[config.mk]
export PLATFORM = sky130hd
export DESIGN_NAME = aes_key_sched_ctrl
export DESIGN_NICKNAME = d
export VERILOG_FILES = /design/src/rtl/aes_key_sched_ctrl.sv
export SDC_FILE = /design/constraint.sdc
export NUM_CORES = 1
export LEC_CHECK = 0
export CAP_MARGIN = 20
export CORE_MARGIN = 2
export CORE_UTILIZATION = 30
export CTS_CLUSTER_SIZE = 28
export DETAILED_ROUTE_END_ITERATION = 6
export MAX_ROUTING_LAYER = met4
export PLACE_DENSITY = 0.65
export SETUP_SLACK_MARGIN = 0.1
export SLEW_MARGIN = 10
export SYNTH_ARGS = -nofsm -noshare
export SYNTH_HDL_FRONTEND = slang
export SYNTH_SLANG_ARGS = --single-unit
[constraint.sdc]
create_clock -name clk -period 3.42 [get_ports clk]
set_input_delay 0.513 -clock clk [delete_from_list [all_inputs] [get_ports clk]]
set_output_delay 0.513 -clock clk [all_outputs]
set_load 0.005 [all_outputs]
[src/rtl/aes_key_sched_ctrl.sv]
// AES-128 key-expansion controller: walks rounds 1..10 using an external
// SubWord unit and round-constant unit, streaming round keys 0..10 out.
module aes_key_sched_ctrl #(
    parameter int SBOX_LAT   = 0,
    parameter int NUM_ROUNDS = 10
) (
    input  logic         clk,
    input  logic         rst_n,
    input  logic         abort_i,
    input  logic         key_valid_i,
    output logic         key_ready_o,
    input  logic [127:0] key_i,
    output logic [3:0]   rc_round_o,
    input  logic [31:0]  rc_word_i,
    output logic [31:0]  sub_word_o,
    input  logic [31:0]  sub_word_i,
    output logic         rk_valid_o,
    input  logic         rk_ready_i,
    output logic [127:0] rk_o,
    output logic [3:0]   rk_idx_o,
    output logic         busy_o,
    output logic         done_o
);

    typedef enum logic [1:0] {
        IDLE = 2'd0,
        EMIT = 2'd1,
        SUB  = 2'd2
    } state_e;

    localparam int              WAIT_W    = (SBOX_LAT < 1) ? 1 : $clog2(SBOX_LAT + 1);
    localparam logic [WAIT_W-1:0] WAIT_LAST = WAIT_W'(SBOX_LAT);
    localparam logic [3:0]      LAST_IDX  = 4'(NUM_ROUNDS);

    state_e              state_q, state_d;
    logic [127:0]        key_q, key_d;
    logic [3:0]          idx_q, idx_d;
    logic [WAIT_W-1:0]   wait_q, wait_d;
    logic                done_q, done_d;
    logic [3:0]          rc_round_q, rc_round_d;
    logic [31:0]         sub_word_q, sub_word_d;

    function automatic logic [31:0] rot_word(input logic [31:0] w);
        return {w[23:0], w[31:24]};
    endfunction

    // Chained XOR: each new word folds in the freshly computed previous word.
    function automatic logic [127:0] next_round_key(input logic [127:0] rk,
                                                    input logic [31:0]  t);
        logic [31:0] w0n, w1n, w2n, w3n;
        w0n = rk[127:96] ^ t;
        w1n = rk[95:64]  ^ w0n;
        w2n = rk[63:32]  ^ w1n;
        w3n = rk[31:0]   ^ w2n;
        return {w0n, w1n, w2n, w3n};
    endfunction

    always_comb begin
        state_d    = state_q;
        key_d      = key_q;
        idx_d      = idx_q;
        wait_d     = wait_q;
        done_d     = 1'b0;
        rc_round_d = rc_round_q;
        sub_word_d = sub_word_q;

        if (abort_i) begin
            state_d    = IDLE;
            key_d      = '0;
            idx_d      = '0;
            wait_d     = '0;
            rc_round_d = '0;
        end else begin
            case (state_q)
                IDLE: begin
                    if (key_valid_i) begin
                        key_d   = key_i;
                        idx_d   = '0;
                        state_d = EMIT;
                    end
                end
                EMIT: begin
                    if (rk_ready_i) begin
                        if (idx_q == LAST_IDX) begin
                            state_d = IDLE;
                            done_d  = 1'b1;
                        end else begin
                            // S-box operand and round index are launched on entry so
                            // they are stable for the whole SUB stay.
                            state_d    = SUB;
                            wait_d     = '0;
                            rc_round_d = idx_q + 4'd1;
                            sub_word_d = rot_word(key_q[31:0]);
                        end
                    end
                end
                SUB: begin
                    if (wait_q == WAIT_LAST) begin
                        key_d      = next_round_key(key_q, sub_word_i ^ rc_word_i);
                        idx_d      = idx_q + 4'd1;
                        rc_round_d = '0;
                        state_d    = EMIT;
                    end else begin
                        wait_d = wait_q + WAIT_W'(1);
                    end
                end
                default: state_d = IDLE;
            endcase
        end
    end

    always_ff @(posedge clk or negedge rst_n) begin
        if (!rst_n) begin
            state_q    <= IDLE;
            key_q      <= '0;
            idx_q      <= '0;
            wait_q     <= '0;
            done_q     <= 1'b0;
            rc_round_q <= '0;
            sub_word_q <= '0;
        end else begin
            state_q    <= state_d;
            key_q      <= key_d;
            idx_q      <= idx_d;
            wait_q     <= wait_d;
            done_q     <= done_d;
            rc_round_q <= rc_round_d;
            sub_word_q <= sub_word_d;
        end
    end

    assign key_ready_o = (state_q == IDLE);
    assign rk_valid_o  = (state_q == EMIT);
    assign busy_o      = (state_q != IDLE);
    assign rk_o        = key_q;
    assign rk_idx_o    = idx_q;
    assign rc_round_o  = rc_round_q;
    assign sub_word_o  = sub_word_q;
    assign done_o      = done_q;

endmodule

==> results of run 1 <==
-- layout make-up --
class                      instances  area, um2
antenna                            3      7.507
tap                              442      553.0
inverter                           5      18.77
multi-input combinational        808       5189
timing repair buffer             388       3897
sequential                       171       4282
fill                            3169      17840
clock inverter                    10      105.1
clock buffer                      22      474.2
-- worst min-delay path by stage --
stage / end / slack (ns) / cells after the start
2_1_floorplan: done_o$_DFF_PN0_ / 0.22 / 0
3_3_place_gp: sub_word_o[12]$_DFFE_PN0P_ / 0.49 / 1
3_5_place_dp: sub_word_o[11]$_DFFE_PN0P_ / 0.49 / 1
4_1_cts: rk_o[124]$_DFFE_PN0P_ / 0.15 / 1
5_1_grt: rk_o[92]$_DFFE_PN0P_ / 0.15 / 1
6_report: rk_o[124]$_DFFE_PN0P_ / 0.12 / 1
-- where the power goes --
part	leakage (nW)	switching (W)	total, W	internal (W)
Clock	0.280	0.000919	0.00200	0.00108
Sequential	2.29	0.000219	0.00244	0.00222
Combinational	3.28	0.000895	0.00195	0.00106
Total	5.85	0.00203	0.00639	0.00436
-- sequential cells by signal (all words and copies together), names as in the netlist --
name / cells
rc_round_o: 4
done_o: 1
rk_idx_o: 4
state_q: 2
rk_o: 128
sub_word_o: 32
-- synthesized netlist by cell type (5+ instances only) --
cell type,instances
clkbuf_1,41
xnor2_1,117
nor2b_1,36
nor2_1,190
buf_2,25
a221oi_1,29
a22oi_1,90
o21ai_0,71
xor2_1,33
a21oi_1,108
nor3_1,6
inv_1,5
mux2_2,34
buf_6,6
a22o_1,28
dfrtp_1,171
nand2_1,38
-- per-stage QoR --
step	utilization, %	setup slack (ns)
2_1_floorplan	-	1.753
3_3_place_gp	43.06	0.6613
3_5_place_dp	43.06	0.6409
4_1_cts	44.85	0.6016
5_1_grt	44.87	0.5551
6_report	44.87	0.6194
-- layer usage --
layer | share of wire (%) | vias up | global-route usage (%) | wire [um]
li1 | - | 4379 | - | -
met1 | 47 | 4622 | 29.77 | 16920
met2 | 46 | 349 | 31.81 | 16560
met3 | 4.8 | 42 | 2.694 | 1729
met4 | 2.4 | 0 | 6.667 | 852
met5 | 0 | - | - | 0
-- kinds of logic after synthesis --
family                   share of synthesized area (%)
AO/OA/AOI/OAI                                    21.69
AND/OR/NAND/NOR                                  12.26
flip-flops                                       43.53
XOR/XNOR                                         14.33
buffers and inverters                            4.035
multiplexers                                     3.895
adder cells (fa/ha/maj)                         0.2545
==> results.md, run 1 <==
- Status: completed
- Slowest CP cell: dfrtp_2
- Cell Count Post-Placement: 1,814
- DP Area: around 14,000 um2
- H-Tree Depth: 4
- Max VDD drop: between 0.0002 and 0.0003 V
- Tmin final: approximately 2.8 ns
- Antenna Violating Nets Remaining: 0
- Slew Limit Headroom: between 30% and 40%
- CP Launch Type: flop
- CP Capture Type: primary output
- Worst-path clk slew: roughly 0.080 ns
- Crit-path leading delay family: buffers and inverters
- Cell accounting for the most synthesized area: dfrtp_1
- Mapped Nets: between 1k and 1.5k
- # IOs: about 370
- Fin. max-slew vios: 0
- Commonest non-fill, non-tap cell in the layout: clkdlybuf4s50_1
- Worst-Margin Slew: around 0.93 ns
- CTS tree: built
- Synth top area cells: dfrtp_1 (44%), xnor2_1 (10%), nor2_1 (7.3%), a22oi_1 (6.9%), a21oi_1 (5.5%)
- Largest net degree at the start of global routing: approximately 80
- Final hold slack: ~0.12 ns
- Sequential share of the synthesized area: between 40% and 50%
- Syn_area_per_cell: 9.256 um2
- Leak Pwr: between 5 and 6 nW
- Final net count: about 1.6k
- Global-route wire length before repair: about 54,000 um
- Hold WC Path Type: in2async
- Fmax: 357.1 MHz
- Worst setup path endpoint: key_ready_o
- Port Buffers: around 370
- Total Routed Length: approximately 36,000 um
- Max cap viols: 0
- Worst Setup SP: state_q[0]$_DFFE_PN0P_
- Period utilisation layout: 81.89%
- FF+latch count, synth: around 170
- Final hold violation count: 0
- Layout cell share with drive strength beyond 1: roughly 7.1%
- Setup bufs post-CTS: 0
- R2R cell count: 5
- Worst r2r dst: rk_o[112]$_DFFE_PN0P_
- Die height: 185.0 um
- Synth Instances: between 1k and 1.5k
- Crit-path cells: buf_4, or2_2, inv_1, clkdlybuf4s50_1
- Finished Layout Cells: 1,849
- # resized after CTS: 0
- Layout overhead on the synthesized area: 47.78%
- Final setup viols: 0
- CP Data Required Time: between 2 and 3 ns
- CTS Sinks: 171
- CP max stage delay: roughly 0.64 ns
- Overflow after GRT: 0
- DPL Wire Length: between 20,000 and 30,000 um
- Row Count: 66
- Avg WL per Cell: 19.50 um
- PwrDens: 440.0 nW/um2
- Count of different cell masters after synthesis: 33
- Root Buffer: clkbuf_16
- Setup CP Type: reg2out
- Core area: 32,370 um2
- GP Congestion: 0.8918
- Final instance area: approximately 15,000 um2
- Ys flop type: dfrtp_1
- Tot Pwr: between 0.006 and 0.007 W
- Via Count: around 9.4k
- Via/cell ratio: 5.080
- RSZ-0062 raised after global routing: false
- WP depth: 4
- 1st-pass router iterations: 5
- CTS Buf Count: 17
- Initial drt markers: a little under 700
- Most frequent cells in the layout: clkdlybuf4s50_1 (366), nor2_1 (190), dfrtp_1 (169), xnor2_1 (117), a21oi_1 (108)
- Clock skew: about 0.016 ns
- WP data arrival: between 2 and 2.5 ns
- Crit Path Max Fanout: 23
- Area of the die: around 34,000 um2
- Ys Warns: 0
- Vias in the first global route: roughly 9k
- CTS max path bufs: 2
- Overall routing resource usage: a little over a fifth
- Top cell type's share of synthesized area: a little over two fifths
- Clock latency on the worst-skew pair: 0.43 ns
- Number of flops mapped to enable cells by yosys: 0
- Reg-to-reg setup timing slack: about 0.90 ns
- Initial antenna violation count: 2
- Asr flop ratio synth: between 90% and 100%
- Bufs and invs on worst path: 3
- CTS Hold Bufs: 0
- Setup TNS: 0 ns
- Mapped cell area: 9829 um2
- Die Wd: between 150 and 200 um
- Initial Util: 30.36%
- RR Startpoint: state_q[0]$_DFFE_PN0P_
- Drc violations: 0
Power figures use the tool's default switching activity.
==> run 2: changes to the inputs <==
- clock period: 3.42 -> 2.75 ns (I/O delays scaled with it)
==> run 2 against run 1 <==
Effect of this change: worst setup slack got worse by 0.29 ns; clock-buffer cell count fell by 3; routed wire length rose by 0.65%; sequential share of layout area fell by 0.18 points; sequential power up 24%; register-to-register slack lost 0.49 ns; utilization grew 0.28 points.
==> results.md, run 2 (synthesized netlist as in run 1, its figures left out) <==
- Status: completed (unchanged)
- Fin util: 45.16% (was 44.87%)
- Clock skew: 0.01460 ns (was 0.01619 ns)
- # IOs: 369 (unchanged)
- CTS Sinks: 171 (unchanged)
- Hold EP: rk_idx_o[1]$_DFFE_PN0P_
- Tmin final: roughly 2.4 ns
- Root Buffer: clkbuf_16 (unchanged)
- Commonest non-fill, non-tap cell in the layout: clkdlybuf4s50_1 (unchanged)
- Area of the die: 34,230 um2 (unchanged)
- Worst r2r dst: rc_round_o[1]$_DFFE_PN0P_ (was rk_o[112]$_DFFE_PN0P_)
- PwrDens: 546.9 nW/um2 (was 440.0 nW/um2)
- Worst-path clk slew: 0.08 ns (about the same)
- GP Congestion: 0.8989 (was 0.8918)
- CTS tree: built (unchanged)
- Fin. max-slew vios: 0 (unchanged)
- Global-route wire length before repair: 54,370 um (was 54,300 um)
- Setup TNS: 0 ns (unchanged)
- H-Tree Depth: 4 (unchanged)
- # resized after CTS: 0 (unchanged)
- Vias in the first global route: 8,950 (was 8,994)
- Overall routing resource usage: 21.42% (was 21.21%)
- Die height: 185.0 um (unchanged)
- CTS max path bufs: 2 (unchanged)
- Layout cell share with drive strength beyond 1: 7.649% (was 7.123%)
- Crit Path Max Fanout: 16 (was 23)
- CTS Hold Bufs: 1 (was 0)
- Filler instances: 3,170 (was 3,169)
- Setup bufs post-CTS: 0 (unchanged)
- R2R cell count: 5 (unchanged)
- Final hold violation count: 0 (unchanged)
- Hold WC Path Type: in2reg (was in2async)
- Place WS: 0.3731 ns (was 0.6409 ns)
- RSZ-0062 raised after global routing: false (unchanged)
- Row Count: 66 (unchanged)
- Die Wd: 185.0 um (unchanged)
- CTS Buf Count: 17 (unchanged)
- Reg-to-reg setup timing slack: 0.41 ns (was 0.90 ns)
- RR Startpoint: state_q[1]$_DFFE_PN0P_ (was state_q[0]$_DFFE_PN0P_)
- WP data arrival: 2.01 ns (was 2.29 ns)
- Leak Pwr: 5.899 nW (was 5.851 nW)
- Port Buffers: 368 (unchanged)
- Most frequent cells in the layout: clkdlybuf4s50_1 (366), nor2_1 (190), dfrtp_1 (169), xnor2_1 (117), a21oi_1 (108) (unchanged)
- Initial Util: 30.36% (unchanged)
- Fmax: between 400 and 500 MHz
- CP Launch Type: flop (unchanged)
- Avg WL per Cell: 19.53 um (was 19.50 um)
- Max VDD drop: 0.0003928 V (was 0.0002909 V)
- Via Count: 9,404 (was 9,392)
- Final net count: 1,598 (was 1,590)
- Setup CP Type: reg2out (unchanged)
- Drc violations: 0 (unchanged)
- Worst-Margin Slew: 0.8153 ns (was 0.9313 ns)
- Final hold slack: 0.4142 ns (was 0.1201 ns)
- CP Data Required Time: 2.34 ns (was 2.91 ns)
- Largest net degree at the start of global routing: 94 (was 81)
- Period utilisation layout: 88.15%
- Core area: 32,370 um2 (unchanged)
- Initial drt markers: 718 (was 696)
- Beginning of the worst hold path: abort_i
- Slew Limit Headroom: 45.26% (was 37.91%)
- Largest register FFs: 128 (unchanged)
- Via/cell ratio: 5.059 (was 5.080)
- Layout overhead on the synthesized area: 48.71% (was 47.78%)
- Tot Pwr: 0.007995 W (was 0.006392 W)
- Worst setup margin: 0.3259 ns (was 0.6194 ns)
- 1st-pass router iterations: 5 (unchanged)
- Overflow after GRT: 0 (unchanged)
- DPL Wire Length: 26,410 um (was 25,590 um)
- Initial antenna violation count: 2 (unchanged)
- Final setup viols: 0 (unchanged)
- Hold Path Depth: 2
- CP Capture Type: primary output (unchanged)
- Clock latency on the worst-skew pair: 0.43 ns (about the same)
- Total Routed Length: 36,300 um (was 36,060 um)
- Antenna Violating Nets Remaining: 0 (unchanged)
- Max cap viols: 0 (unchanged)
==> run 2: per-stage QoR <==
step / instance area, um2 / cells
after global routing: 14610 / 1856
after floorplan: 9829 / 1062
final: 14620 / 1859
after detailed placement: 14000 / 1821
after CTS: 14610 / 1854
after global placement: 14000 / 1821
==> run 2: worst max-delay path by stage <==
stage | start | endpoint | slack (ns) | cells past startpoint
global placement | key_valid_i | rk_o[113]$_DFFE_PN0P_ | 0.36 | 6
global route | state_q[0]$_DFFE_PN0P_ | key_ready_o | 0.26 | 4
CTS | state_q[0]$_DFFE_PN0P_ | key_ready_o | 0.31 | 4
floorplan | state_q[1]$_DFFE_PN0P_ | key_ready_o | 1.18 | 4
detailed placement | key_valid_i | rk_o[40]$_DFFE_PN0P_ | 0.37 | 8
finish | state_q[0]$_DFFE_PN0P_ | key_ready_o | 0.33 | 4
==> run 2: layout make-up <==
cell class / instances / area, um2 / area share [%]
Multi-Input combinational cell: 808 / 5189 / 35.50
Sequential cell: 171 / 4282 / 29.29
Timing Repair Buffer: 396 / 3973 / 27.18
Tap cell: 442 / 553.0 / 3.783
Clock buffer: 19 / 442.9 / 3.030
Clock inverter: 13 / 147.6 / 1.010
Inverter: 5 / 18.77 / 0.1284
Antenna cell: 5 / 12.51 / 0.08559
==> run 2: report_power, final <==
part           internal, W  switching (W)
logic              0.00133        0.00112
registers          0.00276       0.000268
clock network      0.00132        0.00119
==> run 2: layer usage <==
metal	up-vias	share of wire [%]	routed length (um)	GRT usage, %
met1	4638	46	16870	29.76
met5	-	0	0	-
met4	0	1.8	648	5.683
met3	32	5.8	2095	3.736
li1	4397	-	-	-
met2	337	46	16690	32.24
==> run 2: critical path, stage by stage (launching register included) <==
cell	delay [ns]
dfrtp_2	0.47
buf_4	0.23
or2_2	0.33
inv_1	0.06
clkdlybuf4s50_1	0.49
